==> src/rtl/run_ctrl_pkg.sv <==
// run_ctrl_pkg: machine-mode encoding and core exception codes shared by run_ctrl
package run_ctrl_pkg;
  typedef enum logic [3:0] {
    MODE_RESET = 4'd0,
    MODE_RUN   = 4'd1,
    MODE_PAUSE = 4'd2,
    MODE_STEP  = 4'd3,
    MODE_ERROR = 4'd4,
    MODE_UPG   = 4'd6
  } mode_t;
  localparam logic [3:0] EXC_NONE    = 4'd0;
  localparam logic [3:0] EXC_RESTART = 4'd1;
  localparam logic [3:0] EXC_FATAL   = 4'd2;
  localparam logic [3:0] EXC_BREAK   = 4'd3;
endpackage

==> src/rtl/btn_debounce.sv <==
// btn_debounce: two-flop synchroniser, stability counter and rising-edge press pulse
module btn_debounce import run_ctrl_pkg::*; #(
  parameter int DEBOUNCE = 20000
) (
  input  logic clk_i,
  input  logic reset_i,
  input  logic btn_i,
  output logic press_o
);
  localparam int CW = $clog2(DEBOUNCE + 1);
  localparam logic [CW-1:0] CNT_MAX = CW'(DEBOUNCE - 1);
  logic [1:0] sync;
  logic lvl;
  logic [CW-1:0] cnt;
  logic flip;
  assign flip = sync[1] != lvl && cnt == CNT_MAX;
  // accept a new level after DEBOUNCE consecutive differing samples; pulse on 0->1
  always_ff @(posedge clk_i or posedge reset_i) begin
    if (reset_i) begin
      sync    <= '0;
      lvl     <= 1'b0;
      cnt     <= '0;
      press_o <= 1'b0;
    end else begin
      sync    <= {sync[0], btn_i};
      lvl     <= lvl ^ flip;
      cnt     <= (sync[1] == lvl || flip) ? '0 : cnt + 1'b1;
      press_o <= flip && sync[1];
    end
  end
endmodule

==> src/rtl/run_ctrl.sv <==
// run_ctrl: debounced run-control FSM with CPU clock-enable and cycle counter (option: RUN_CTRL_STEP_EN)
module run_ctrl import run_ctrl_pkg::*; #(
  parameter int DIV      = 4,
  parameter int DEBOUNCE = 20000,
  parameter int CNT_W    = 32,
  parameter int RST_HOLD = 8
) (
  input  logic             clk_i,
  input  logic             reset_i,
  input  logic             btn_rst_i,
  input  logic             btn_err_i,
  input  logic             btn_pause_i,
  input  logic             btn_continue_i,
  input  logic             btn_uart_i,
  input  logic             btn_step_i,
  input  logic [3:0]       exc_code_i,
  input  logic             set_cnt_i,
  input  logic             upg_done_i,
  output logic             cpu_en_o,
  output logic             cpu_rst_o,
  output logic             upg_rst_o,
  output logic [CNT_W-1:0] cycle_cnt_o,
  output mode_t            mode_o
);
  localparam int DW = DIV > 1 ? $clog2(DIV) : 1;
  localparam int HW = RST_HOLD > 1 ? $clog2(RST_HOLD) : 1;
  localparam logic [DW-1:0] DIV_MAX  = DW'(DIV - 1);
  localparam logic [HW-1:0] HOLD_MAX = HW'(RST_HOLD - 1);
`ifdef RUN_CTRL_STEP_EN
  localparam logic STEP_EN = 1'b1;
`else
  localparam logic STEP_EN = 1'b0;
`endif
  logic [5:0] btn, press, act, pick;
  logic [DW-1:0] div, nd;
  logic [HW-1:0] hold, nh;
  mode_t nm;
  assign btn = {btn_step_i, btn_continue_i, btn_pause_i, btn_err_i, btn_uart_i, btn_rst_i};
  for (genvar b = 0; b < 6; b++) begin : g_db
    btn_debounce #(.DEBOUNCE(DEBOUNCE)) u_db (
      .clk_i(clk_i),
      .reset_i(reset_i),
      .btn_i(btn[b]),
      .press_o(press[b])
    );
  end
  assign act  = {press[5] & STEP_EN, press[4:0]};
  assign pick = act & (~act + 6'd1);
  // next mode from the single highest-priority press, then exceptions while running
  always_comb begin
    nm = MODE_RESET;
    case (mode_o)
      MODE_RESET: nm = (pick[0] || hold != HOLD_MAX) ? MODE_RESET : MODE_RUN;
      MODE_RUN:   nm = pick[0] ? MODE_RESET : pick[1] ? MODE_UPG : pick[2] ? MODE_ERROR :
                       pick[3] ? MODE_PAUSE : exc_code_i == EXC_RESTART ? MODE_RESET :
                       exc_code_i == EXC_FATAL ? MODE_ERROR : exc_code_i == EXC_BREAK ? MODE_PAUSE : MODE_RUN;
      MODE_PAUSE: nm = pick[0] ? MODE_RESET : pick[4] ? MODE_RUN : pick[5] ? MODE_STEP : MODE_PAUSE;
      MODE_STEP:  nm = pick[0] ? MODE_RESET : MODE_PAUSE;
      MODE_ERROR: nm = pick[0] ? MODE_RESET : pick[1] ? MODE_UPG : MODE_ERROR;
      MODE_UPG:   nm = (pick[0] || upg_done_i) ? MODE_RESET : MODE_UPG;
      default:    nm = MODE_RESET;
    endcase
    nh = (mode_o == MODE_RESET && nm == MODE_RESET && !pick[0]) ? hold + 1'b1 : '0;
    nd = nm != MODE_RUN ? div : (mode_o != MODE_RUN || div == '0) ? DIV_MAX : div - 1'b1;
  end
  // state plus outputs registered from the next state; counter counts visible enables
  always_ff @(posedge clk_i or posedge reset_i) begin
    if (reset_i) begin
      mode_o      <= MODE_RESET;
      hold        <= '0;
      div         <= '0;
      cpu_en_o    <= 1'b0;
      cpu_rst_o   <= 1'b1;
      upg_rst_o   <= 1'b1;
      cycle_cnt_o <= '0;
    end else begin
      mode_o      <= nm;
      hold        <= nh;
      div         <= nd;
      cpu_en_o    <= nm == MODE_RESET || nm == MODE_STEP || (nm == MODE_RUN && nd == '0);
      cpu_rst_o   <= nm == MODE_RESET;
      upg_rst_o   <= nm != MODE_UPG;
      cycle_cnt_o <= set_cnt_i ? '0 : cycle_cnt_o + CNT_W'(cpu_en_o && mode_o != MODE_RESET);
    end
  end
endmodule

==> config.mk <==
export PLATFORM = sky130hd
export DESIGN_NAME = run_ctrl
export DESIGN_NICKNAME = d
export VERILOG_FILES = /design/src/rtl/run_ctrl_pkg.sv /design/src/rtl/btn_debounce.sv /design/src/rtl/run_ctrl.sv
export SDC_FILE = /design/constraint.sdc
export NUM_CORES = 1
export LEC_CHECK = 0
export ABC_AREA = 1
export CAP_MARGIN = 15
export CELL_PAD_IN_SITES_DETAIL_PLACEMENT = 1
export CELL_PAD_IN_SITES_GLOBAL_PLACEMENT = 1
export CORE_MARGIN = 4
export CORE_UTILIZATION = 40
export DETAILED_ROUTE_END_ITERATION = 8
export PLACE_DENSITY_LB_ADDON = 0.1
export SETUP_SLACK_MARGIN = 0.02
export SLEW_MARGIN = 10
export SYNTH_ARGS = -nofsm -noshare
export SYNTH_HDL_FRONTEND = slang
export SYNTH_SLANG_ARGS = --single-unit
==> constraint.sdc <==
create_clock -name clk_i -period 4.2 [get_ports clk_i]
set_input_delay 0.42 -clock clk_i [delete_from_list [all_inputs] [get_ports clk_i]]
set_output_delay 0.42 -clock clk_i [all_outputs]
set_load 0.005 [all_outputs]
# Word level (Yosys, flattened, before mapping)
# Index checks and enable logic that the tools add are counted.
[totals] elab_cells=127 input_bits=14 mem_bits_rw=0 memories=0 rom_bits=0 out_inout_bits=39 latchBits=0 regBits=139
[op_classes] mux=25 n_eq_ne=29 add_sub_neg=9 n_bitwise=7 reduce_logical=30 multipliers=0 magnitude_cmp=0 shift=0 n_div=0
[ops] cell="adder 15 x 1 -> 15 bit, second input constant" count=5
[ops] cell="== test 15 bit, second input constant" count=5
[ops] cell="two-way mux 15 bit" count=5
[ops] cell="adder 32 x 1 -> 32 bit" count=1
[ops] cell="two-way mux 32 bit" count=1
[ops] cell="two-way mux 3 bit" count=9
[ops] cell="== test 4 x 2 -> 1 bit, second input constant" count=5
[ops] cell="one-hot mux 3 bit (6 select lines)" count=1
[ops] cell="logical AND 1 bit" count=14
[ops] cell="two-way mux 2 bit" count=7
[ops] cell="== test 4 x 1 -> 1 bit, second input constant" count=3
[ops] cell="logical OR 1 bit" count=10
[ops] cell="== test 4 x 3 -> 1 bit, second input constant" count=2
[ops] cell="zero test 4 bit" count=2
[ops] cell="!= test 4 x 1 -> 1 bit, second input constant" count=2
[ops] cell="adder 6 x 1 -> 6 bit, second input constant" count=1
[ops] cell="bitwise AND 5 x 6 -> 6 bit" count=1
[ops] cell="NOT 5 -> 6 bit" count=1
[ops] cell="== test 1 bit" count=5
[ops] cell="!= test 1 bit" count=5
[ops] cell="XOR 1 bit" count=5
[ops] cell="zero test 2 bit" count=2
[ops] cell="!= test 4 x 3 -> 1 bit, second input constant" count=1
[ops] cell="nonzero test 4 bit" count=1
[ops] cell="5 further kinds" count=6

# Logic depth before layout (Yosys ltp)
# Gate-level depths: netlist of run 1.
[logic_depth] depth_word=14 mapped_depth=12 ltp_nobuf=12

# Modules after synthesis
# Synthesis of run 1 repeated with hierarchy kept, for this count alone.
[hier_totals] cells_unflattened=937 area_unflattened_um2=7499.7
[by_module_without_submodules] mod="btn_debounce at g_db[0].u_db ..." seq_area_each_um2=475.5 instances=4 area_per_inst_um2=1004.7 cells_each=121
[by_module_without_submodules] mod="run_ctrl" seq_area_each_um2=1078.5 instances=1 area_per_inst_um2=2497.4 cells_each=337
[by_module_without_submodules] mod="btn_debounce at g_db[4].u_db" seq_area_each_um2=475.5 instances=1 area_per_inst_um2=983.4 cells_each=116

# Worst setup path after synthesis of run 1
# OpenSTA, ideal clock, no wires.
[synth_path] path_kind="register to register" from="register mode_o[0]" to="register cycle_cnt_o[30]" arrival_ns=1.800 path_buffers=0 setup_slack_ns=2.269 setup_ns=0.132 path_stages_with_launch=12 period_less_slack_ns=1.931 cell_sequence="dfrtp_1 -> inv_2 -> a21boi_0 -> ha_1 -> ha_1 -> nand2_1 -> nor2_4 -> nand3_1 -> nor2_1 -> nand2_1 -> xor2_1 -> nor2_1"
[synth_between] elab_chain_cells=4
[synth_lines] element="start: declaration" line_no="run_ctrl.sv:23" source="output mode_t mode_o"
[synth_lines] element="start signal: assignment" line_no="run_ctrl.sv:77" source="mode_o <= nm;"
[synth_lines] element="nonzero test 4 bit" line_no="run_ctrl.sv:83" source="cycle_cnt_o <= set_cnt_i ? '0 : cycle_cnt_o + CNT_W'(cpu_en_o && mode_o != MODE_RESET);"
[synth_lines] element="logical AND 1 bit" line_no="run_ctrl.sv:83"
[synth_lines] element="adder 32 x 1 -> 32 bit" line_no="run_ctrl.sv:83"
[synth_lines] element="two-way mux 32 bit" line_no="run_ctrl.sv:83"
[synth_lines] element="end signal: assignment" line_no="run_ctrl.sv:83"
[synth_lines] element="end: declaration" line_no="run_ctrl.sv:22" source="output logic [CNT_W-1:0] cycle_cnt_o,"
# No other way between the ends.

# Worst setup path after layout of run 1
# Ends and elaborated chain as after synthesis.

==> results of run 1 <==
## through the flow
stage                     std cells  power [W]  worst slack [ns]  hold WS [ns]  instance area [sq um]
final                          1169    0.00296              1.70         0.351                   8360
after CTS                      1169    0.00300              1.62         0.354                   8360
after global placement         1137    0.00149              1.79         0.333                   7780
after floorplan                 868    0.00145            0.0871         0.331                   7030
after global routing           1169    0.00309              1.48         0.365                   8360
after detailed placement       1137    0.00150              1.66         0.337                   7780
## placed cells by master, fill, tap and decap left out, drive strengths merged
cell type	n
clkbuf	19
a21oi	28
a31o	2
ha	10
a21boi	1
nand3b	4
a31oi	1
nor2	180
clkdlybuf4s50	50
dfstp	2
and3	2
conb	1
nand3	57
clkinvlp	4
xor2	24
a21o	2
bufinv	1
dfrtp	136
nand4	23
nand2b	2
xnor2	12
nor3b	8
o211ai	3
nand2	172
nor3	56
o21ai	14
buf	2
nor4	7
o21a	2
clkinv	2
inv	115
o21bai	2
## worst max-delay path by stage
stage / start / slack, ns / to
2_1_floorplan: reset_i / 0.09 / async pin
3_3_place_gp: mode_o[0] / 1.79 / cycle_cnt_o[30]
3_5_place_dp: mode_o[2] / 1.66 / cycle_cnt_o[30]
4_1_cts: mode_o[0] / 1.62 / cycle_cnt_o[30]
5_1_grt: mode_o[0] / 1.48 / cycle_cnt_o[30]
6_report: mode_o[0] / 1.70 / cycle_cnt_o[30]
## power by group
group          internal [W]  switching, W
Sequential          0.00135     0.0000149
Combinational     0.0000334     0.0000726
Clock              0.000859      0.000628
Total               0.00224      0.000715
## flip-flops by register name (all words and copies together), names as in the netlist, named ones only
register,cells
cpu_en_o,1
cpu_rst_o,1
cycle_cnt_o,32
div,2
g_db.u_db.cnt,75
g_db.u_db.press_o,5
g_db.u_db.sync,10
hold,3
mode_o,3
upg_rst_o,1
## Yosys cell counts, drive strengths merged (3+ instances only)
cell type,count,area (sq um)
xor2,24,210
nand3b,4,46.3
nor3b,8,65.1
dfrtp,136,3400
a21oi,28,140
o211ai,3,22.5
nand3,57,300
xnor2,12,105
ha,10,125
nand2,172,668
nor4,7,43.8
nor3,56,343
nor2,180,726
o21ai,14,70.1
buf,6,40.0
nand4,23,144
inv,109,409
## cell families after synthesis
logic type,share of synthesized area
buffers and inverters,0.0650
XOR/XNOR,0.0449
adder cells (fa/ha/maj),0.0178
AND/OR/NAND/NOR,0.336
other,0.000534
flip-flops,0.492
AO/OA/AOI/OAI,0.0440
## worst register-to-register path: stages (launching register included)
cell and delay, ns:
dfrtp_1 0.44, inv_2 0.10, a21boi_0 0.31, ha_1 0.32, ha_1 0.22, nand2_1 0.11, nor2_4 0.16, nand3_1 0.17
nor2_1 0.23, nand2_1 0.11, xor2_1 0.13, nor2_1 0.05
## area by class of cell
type / count / area (sq um)
Multi-Input combinational cell: 613 / 3110
Tap cell: 225 / 282
Clock inverter: 13 / 129
Inverter: 109 / 414
Fill cell: 2058 / 8870
Clock buffer: 19 / 453
Sequential cell: 138 / 3460
Timing Repair Buffer: 52 / 515
## per-layer routing
metal / global-route usage / up-vias / share of wire
met3: 0.0430 / 17 / 0.027
met1: 0.236 / 2904 / 0.45
li1: - / 2909 / -
met2: 0.341 / 56 / 0.51
met4: 0.0515 / 0 / 0.010
met5: 0 / - / 0
==> metrics.md, run 1 <==
| Metric | Value |
|---|---|
| Root cell of the clock tree | clkbuf_16 |
| DRC violations left | 0 |
| Area growth from synthesis to layout | 19.0% |
| Final critical delay including setup and external delays | between 2 and 3 ns |
| Chip Height | roughly 140 um |
| Final setup TNS | 0 ns |
| Final ANT Viol Nets | 0 |
| Clock-pin slew of the registers on the worst-case setup and hold paths | around 0.06 ns |
| Crit path max fanout | 6 |
| Std-Cell Rows | between 40 and 50 |
| Category of the worst setup path capture point | flop |
| Number of clock buffers inserted by TritonCTS | 17 |
| Die X-Extent | about 140 um |
| CTS tree | yes |
| Worst path arrival time | 2.77 ns |
| Worst slew margin relative to its limit | 0.357 |
| Count of pins on the block boundary | 53 |
| Worst-case hold path end point | g_db[3].u_db.sync[1] |
| Critical Path Max Stage Delay | 0.44 ns |
| Antenna violations before repair | 0 |
| Sequential-to-total area share from yosys stat | 0.492 |
| Port buffer count | 50 |
| Hold Fails Final Rpt | 0 |
| Max Fclk | approximately 400 MHz |
| Setup slack on the worst flop-to-flop path | 1.70 ns |
| Startpoint class of the critical path | flop |
| Overall via count from detail_route | approximately 6000 |
| Maximum count of clock buffers along a single path | 2 |
| Effective utilization at floorplan | 0.408 |
| Max-slew violation count | 0 |
| Maximum number of pins on one net before global-route repair | 94 |
| PostCTS Resize Cnt | 0 |
| Gate Count Post-Synth | about 870 |
| Number of enable flip-flop cells after synthesis | 0 |
| Number of buffer and inverter stages on the critical path | 1 |
| Transition at the pin with the smallest max-transition slack | just under 1 ns |
| WHS Path Cells | 0 |
| Reg-to-reg endpoint | cycle_cnt_o[30] |
| Post-CTS Setup Bufs | 0 |
| Slowest cell on the critical path | dfrtp_1 |
| CP required | roughly 4.5 ns |
| Startpoint of the lowest-slack hold path | g_db[3].u_db.sync[0] |
| Finished Core Util | 0.485 |
| Netlist area before placement | around 0.007 sq mm |
| Placer congestion estimate | ~0.85 |
| Tot GR Track Use | 0.192 |
| Outcome | complete, no violations |
| Post-synthesis sequential element count | 138 |
| Syn_area_per_cell | between 8 and 9 sq um |
| Post-DR vias/cell | ~5 |
| Final setup violating endpoints | 0 |
| Unrepaired setup endpoints after global routing | false |
| First-pass iteration count of the detailed router | 4 |
| Routed WL | ~18000 um |
| Latest clock arrival within the worst-skew pair | roughly 0.43 ns |
| Number of max-cap violations | 0 |
| Reg2reg path depth | 11 |
| Async S/R FF share, synth | 1.00 |
| Placeable core region | about 0.017 sq mm |
| Via count of the first global-routing pass | 6390 |
| Leak pwr | between 3 and 4 nW |
| Half-perimeter wire length after placement | around 13000 um |
| Count of different cell masters after synthesis | 40 |
| Type of the most critical hold path | flop to flop |
| Total of warnings raised by yosys | 0 |
| Cell class contributing the biggest share of worst-path delay | simple AND/OR/NAND/NOR gates |
| Share of the clock period used by the worst path | 0.596 |
| First-pass GRT wire length | approximately 31000 um |
| Area enclosed by the die boundary | between 0.015 and 0.02 sq mm |
| Syn_nets | roughly 890 |
| Cell depth of the worst setup path | 11 |
| Worst-path cell chain | inv_2 > a21boi_0 > ha_1 > ha_1 > nand2_1 > nor2_4 > nand3_1 > nor2_1 > nand2_1 > xor2_1 > nor2_1 |
| GRT Residual Overflow | 0 |
| Number of nets at the end of the flow | approximately 960 |
| Worst Setup Path Type | flop to flop |
| Clock sink count | approximately 140 |
| VDD IR-drop max | between 0.0003 and 0.0004 V |
| CTS Hold Buffers Added | 0 |
| Htree depth | 4 |
| Detailed-route wire length per cell | between 15 and 20 um |
| Diodes inserted | 0 |
| PwrDens | roughly 350 mW/mm^2 |
| Fraction of final layout cells sized beyond drive strength 1 | 0.0890 |
| First-iteration detailed-routing DRC count | 214 |
| Ys flop type | dfrtp_1 |
| Largest clock skew in the final design | between 0.01 and 0.015 ns |
| Launch point of the worst reg-to-reg path | mode_o[0] |
(Power assumes the default switching activity.)
==> run 2, diff against run 1 <==
Settings changed: CORE_UTILIZATION 40 to 44.
Clock period 4.2 ns to 2.59 ns, I/O delays scaled along.
==> run 2 against run 1 <==
  * Non-clock buffer count increased by 2
  * Combinational power increased by 65%
  * Die area decreased by 8.6%
  * Fmax increased by 10%
  * Clock skew decreased by 0.0061 ns
  * Wire length increased by 1.0%
  * Utilization increased by 5.6 points
  * Worst setup slack got worse by 1.4 ns
  * Sequential power increased by 63%
  * Largest cell class unchanged
  * Highest routed layer unchanged
==> metrics.md, run 2 (same netlist as run 1, synthesis figures left out) <==
| Metric | Value |
|---|---|
| Outcome | complete, no violations |
| Peak-usage layer in the global routing report | met2 |
| Routed WL | between 15000 and 20000 um |
| Tot GR Track Use | 0.214 |
| Half-perimeter wire length after placement | around 13000 um |
| Detailed-route wire length per cell | between 15 and 20 um |
| Worst slew margin relative to its limit | 0.584 |
| Chip Height | 134 um |
| Max-slew violation count | 0 |
| Post-CTS Setup Bufs | 0 |
| Hold Fails Final Rpt | 0 |
| Clock sink count | about 140 |
| Critical Path Max Stage Delay | 0.45 ns |
| Largest reg by FF count | g_db.u_db.cnt |
| Post-DR vias/cell | 5.18 |
| First-iteration detailed-routing DRC count | about 270 |
| Clock-pin slew of the registers on the worst-case setup and hold paths | about 0.06 ns |
| GRT Residual Overflow | 0 |
| Effective utilization at floorplan | 0.455 |
| CP Launch Point | mode_o[2] |
| Final std cell area, no fill | around 0.0084 sq mm |
| Overall via count from detail_route | around 6000 |
| Final ANT Viol Nets | 0 |
| Number of flip-flops in the largest register | 75 |
| Antenna violations before repair | 0 |
| Placer congestion estimate | 0.897 |
| First-pass GRT wire length | about 31000 um |
| Htree depth | 4 |
| Maximum count of clock buffers along a single path | 2 |
| Crit path max fanout | 6 |
| Number of nets at the end of the flow | around 960 |
| PwrDens | approximately 570 mW/mm^2 |
| DRC violations left | 0 |
| Largest clock skew in the final design | 0.00599 ns |
| Via count of the first global-routing pass | 6422 |
| Root cell of the clock tree | clkbuf_16 |
| Unrepaired setup endpoints after global routing | false |
| Transition at the pin with the smallest max-transition slack | a little over 0.6 ns |
| Final setup TNS | 0 ns |
| Type of the most critical hold path | primary input to async pin |
| Leak pwr | 3.69 nW |
| Launch point of the worst reg-to-reg path | mode_o[2] |
| Worst path arrival time | 2.57 ns |
| Post-placement setup slack | approximately 0.14 ns |
| Slowest cell on the critical path | dfrtp_1 |
| VDD IR-drop max | 0.000452 V |
| Commonest cells after routing, fill and taps aside | 168 x nor2_1, 165 x nand2_1, 136 x dfrtp_1 |
| Worst-path cell chain | nor2_2 > a21boi_2 > ha_1 > ha_1 > nand2_1 > nor2_4 > nand3_1 > nor2_1 > nand2_1 > xor2_1 > nor2_1 |
| Number of max-cap violations | 0 |
| Port buffer count | 50 |
| Maximum number of pins on one net before global-route repair | 103 |
| Category of the worst setup path capture point | flop |
| Std-Cell Rows | between 40 and 50 |
| Latest clock arrival within the worst-skew pair | 0.42 ns |
| Placeable core region | approximately 0.015 sq mm |
| Area growth from synthesis to layout | 18.9% |
| Number of clock buffers inserted by TritonCTS | 17 |
| CP required | roughly 2.9 ns |
| Registers with the most flip-flops | g_db.u_db.cnt x75, cycle_cnt_o x32, g_db.u_db.sync x10 |
| Count of pins on the block boundary | between 50 and 60 |
| Worst Setup Path Type | flop to flop |
| Post-Route Hold Slack | ~0.15 ns |
| First-pass iteration count of the detailed router | 4 |
| Die X-Extent | 134 um |
| Max Fclk | between 400 and 500 MHz |
| CTS tree | yes |
| Routing usage on met1 | 0.265 |
| Met3 layer usage reported by global route | 0.0383 |
| Crit path setup slack, layout | between 0.3 and 0.4 ns |
| Cell area after placement | 0.00779 sq mm |
| Number of filler instances in the final layout | 1928 |
| Share of the clock period used by the worst path | 0.876 |
| Area enclosed by the die boundary | between 0.015 and 0.02 sq mm |
| Final setup violating endpoints | 0 |
| Most common library cell in the layout ignoring fill and taps | nor2_1 |
| Fraction of final layout cells sized beyond drive strength 1 | 0.0868 |
| Number of cells in the design after placement | about 1100 |
| Final critical delay including setup and external delays | ~2.3 ns |
| Met2 track demand over resource in global routing | 0.376 |
| Number of standard cells in the final layout excluding fillers | 1156 |
| Startpoint class of the critical path | flop |
| Diodes inserted | 0 |
run 2: worst paths after layout:
path                                             end  slack [ns]  cells past startpoint
max in group asynchronous            cycle_cnt_o[21]        1.62                      3
worst min-delay path             g_db[1].u_db.cnt[1]        0.15                      2
worst min register to register  g_db[0].u_db.sync[1]        0.35                      0
min in group clk_i              g_db[0].u_db.sync[0]        0.28                      1
worst max register to register       cycle_cnt_o[30]        0.32                     11
worst max-delay path                 cycle_cnt_o[30]        0.32                     11
run 2: worst max-delay path: cells and delay by family, from the launching register on:
family / cells / cell delay, ns
DFF: 1 / 0.45
xor gates and xnor gates: 1 / 0.14
and+or+nand+nor: 7 / 0.90
AOI/OAI and AO/OA: 1 / 0.21
adders and majority gates: 2 / 0.46
run 2: final cells by class:
cell class,instances,area (sq um),area share
clock inverter,8,95.1,0.0114
inverter,109,413,0.0494
clock buffer,23,468,0.0560
tap,211,264,0.0316
multi-input combinational,613,3120,0.373
sequential,138,3460,0.414
timing repair buffer,54,543,0.0650
run 2: report_power, final:
part           switching, W  internal (W)  leakage [nW]  total (W)
Sequential        0.0000241       0.00219          1.87    0.00221
Clock              0.000900       0.00145         0.273    0.00236
Combinational      0.000117     0.0000580          1.54   0.000175
run 2: repair_timing:
item                                    4_1_cts  5_1_grt
endpoints found under the setup margin        0        8
hold buffers                                  0        0
gates resized for setup                       0        2
run 2: per-stage QoR:
| stage | total power (W) | utilization |
|---|---|---|
| after floorplan | 0.00235 | - |
| after global placement | 0.00242 | 0.505 |
| after detailed placement | 0.00243 | 0.505 |
| after CTS | 0.00479 | 0.541 |
| after global routing | 0.00492 | 0.542 |
| final | 0.00474 | 0.542 |
run 2: layer usage:
| layer | vias to the layer above | routed length [um] | share of wire |
|---|---|---|---|
| met5 | - | 0 | 0 |
| met4 | 0 | 313 | 0.017 |
| met3 | 22 | 439 | 0.024 |
| met2 | 64 | 9510 | 0.52 |
| met1 | 2989 | 8040 | 0.44 |
| li1 | 2910 | - | - |
==> run 3, diff against run 2 <==
Clock period 2.59 ns to 2.6 ns, I/O delays scaled along.
==> run 3 against run 2 <==
  * Flip-flop and latch count did not move
  * Final area rose by 0.37%
  * Clock skew rose by 0.0053 ns
  * Global-route usage rose by 0.54 points
  * Non-clock buffer count fell by 1
  * First-iteration DRC count fell by 8.8%
  * Worst setup slack got worse by 0.071 ns
  * Via count rose by 0.65%
  * Clock power rose by 7%
  * Worst hold slack improved by 0.12 ns
  * Utilization rose by 0.20 points
  * Critical endpoint unchanged
  * Largest cell class unchanged
  * Largest power group unchanged
==> metrics.md, run 3 (same netlist as run 1, synthesis figures left out) <==
| Metric | Value |
|---|---|
| Antenna violations before repair | 0 |
| First-pass iteration count of the detailed router | 4 |
| Internal power consumption | between 0.003 and 0.004 W |
| VDD IR-drop max | ~0.00046 V |
| Final ANT Viol Nets | 0 |
| Outcome | complete, no violations |
| Most common library cell in the layout ignoring fill and taps | nor2_1 |
| CTS Hold Buffers Added | 0 |
| Final critical delay including setup and external delays | ~2.3 ns |
| Root cell of the clock tree | clkbuf_16 |
| Htree depth | 4 |
| Clock sink count | 138 |
| Final setup violating endpoints | 0 |
| Maximum count of clock buffers along a single path | 2 |
| Port buffer count | 50 |
| Diodes inserted | 0 |
| Number of clock buffers inserted by TritonCTS | 17 |
| Routed WL | between 15000 and 20000 um |
| PwrDens | 585 mW/mm^2 |
| Post-Route Hold Slack | around 0.27 ns |
| Registers with the most flip-flops | g_db.u_db.cnt x75, cycle_cnt_o x32, g_db.u_db.sync x10 |
| Transition at the pin with the smallest max-transition slack | around 0.62 ns |
| Clock power frac | 0.515 |
| Number of standard cells in the final layout excluding fillers | roughly 1200 |
| CTS tree | yes |
| Post-DR vias/cell | 5.22 |
| GRT Residual Overflow | 0 |
| First-iteration detailed-routing DRC count | roughly 250 |
| Comb pwr share | 0.035 |
| Number of max-cap violations | 0 |
| Crit path max fanout | 6 |
| Switching share of power | 0.219 |
| Type of the most critical hold path | primary input to flop |
| Max Fclk | 426 MHz |
| Share of the clock period used by the worst path | 0.904 |
| DRC violations left | 0 |
| Number of cells in the design after placement | roughly 1100 |
| Latest clock arrival within the worst-skew pair | about 0.43 ns |
| Startpoint of the lowest-slack hold path | btn_rst_i |
| Detailed-route wire length per cell | between 15 and 20 um |
| Finished Core Util | 0.544 |
| Hold Fails Final Rpt | 0 |
| Part of the total power dissipated in sequential elements | 0.450 |
| CP required | a little under 3 ns |
| Largest reg by FF count | g_db.u_db.cnt |
| Tot GR Track Use | 0.219 |
| Max-slew violation count | 0 |
| Effective utilization at floorplan | 0.455 |
| CP Launch Point | mode_o[0] |
| First-pass GRT wire length | about 32000 um |
| Commonest cells after routing, fill and taps aside | 168 x nor2_1, 165 x nand2_1, 136 x dfrtp_1 |
| Maximum number of pins on one net before global-route repair | approximately 100 |
| Chip Height | ~130 um |
| Overall via count from detail_route | 6024 |
| Unrepaired setup endpoints after global routing | false |
| Area enclosed by the die boundary | 0.0181 sq mm |
| Number of nets at the end of the flow | about 960 |
| Std-Cell Rows | 45 |
| Half-perimeter wire length after placement | 13400 um |
| Launch point of the worst reg-to-reg path | mode_o[0] |
| Number of filler instances in the final layout | approximately 1900 |
| Area growth from synthesis to layout | 19.4% |
| Leak pwr | about 3.7 nW |
| Category of the worst setup path capture point | flop |
| Fraction of final layout cells sized beyond drive strength 1 | 0.0879 |
| Worst Setup Path Type | flop to flop |
| Switching pwr | between 0.001 and 0.0015 W |
| Post-CTS Setup Bufs | 0 |
| Clock-pin slew of the registers on the worst-case setup and hold paths | approximately 0.06 ns |
| Total power | between 0.004 and 0.005 W |
| Startpoint class of the critical path | flop |
| WHS Path Cells | 1 |
| Worst path arrival time | between 2 and 3 ns |
| Final setup TNS | 0 ns |
| Reg2reg path depth | 11 |
| Placeable core region | about 0.015 sq mm |
| Placer congestion estimate | ~0.9 |
| Largest clock skew in the final design | approximately 0.011 ns |
| Die X-Extent | about 130 um |
| Number of flip-flops in the largest register | 75 |
| Count of pins on the block boundary | 53 |
| Worst slew margin relative to its limit | 0.582 |
| Via count of the first global-routing pass | ~6500 |
## run 3: stage by stage
step	instance area [sq um]	setup WS [ns]
global route	8390	0.0397
global placement	7780	0.270
detailed placement	7780	0.164
finish	8390	0.251
floorplan	7030	0.621
CTS	8390	0.139
## run 3: power by group through the flow
stage	logic (W)	registers [W]	clock network (W)
3_5_place_dp	0.000177	0.00224	0
4_1_cts	0.000179	0.00221	0.00259
6_report	0.000172	0.00221	0.00253
3_3_place_gp	0.000170	0.00224	0
2_1_floorplan	0.000108	0.00224	0
5_1_grt	0.000201	0.00221	0.00269
## run 3: final timing paths
kind	to	slack (ns)
worst max-delay path	cycle_cnt_o[30]	0.25
worst min-delay path	g_db[0].u_db.sync[0]	0.27
worst max register to register	cycle_cnt_o[30]	0.25
worst min register to register	g_db[2].u_db.sync[1]	0.35
max in group asynchronous	cycle_cnt_o[7]	1.82
min in group asynchronous	g_db[1].u_db.cnt[2]	0.34
## run 3: area by class of cell
type                       instances  area (sq um)  area share
sequential                       138          3460       0.412
multi-input combinational        613          3110       0.371
timing repair buffer              53           536      0.0638
clock buffer                      18           429      0.0512
inverter                         109           413      0.0492
tap                              211           264      0.0315
clock inverter                    13           176      0.0210
## run 3: repair_timing
action | CTS | global route
hold endpoints to repair | 0 | 0
endpoints found under the setup margin | 0 | 3
gates resized for setup | 0 | 1
## run 3: per-layer routing
metal | global-route usage | vias to the layer above | share of wire
li1 | - | 2920 | -
met1 | 0.268 | 2984 | 0.44
met2 | 0.384 | 85 | 0.51
met3 | 0.0446 | 35 | 0.028
met4 | 0.0781 | 0 | 0.021
met5 | 0 | - | 0
## run 3: critical path, stage by stage (launching register included)
cell	delay [ns]
dfrtp_1	0.44
inv_2	0.09
a21boi_1	0.28
ha_1	0.29
ha_1	0.19
nand2_1	0.11
nor2_4	0.16
nand3_1	0.15
nor2_1	0.21
nand2_1	0.10
xor2_1	0.15
nor2_1	0.06
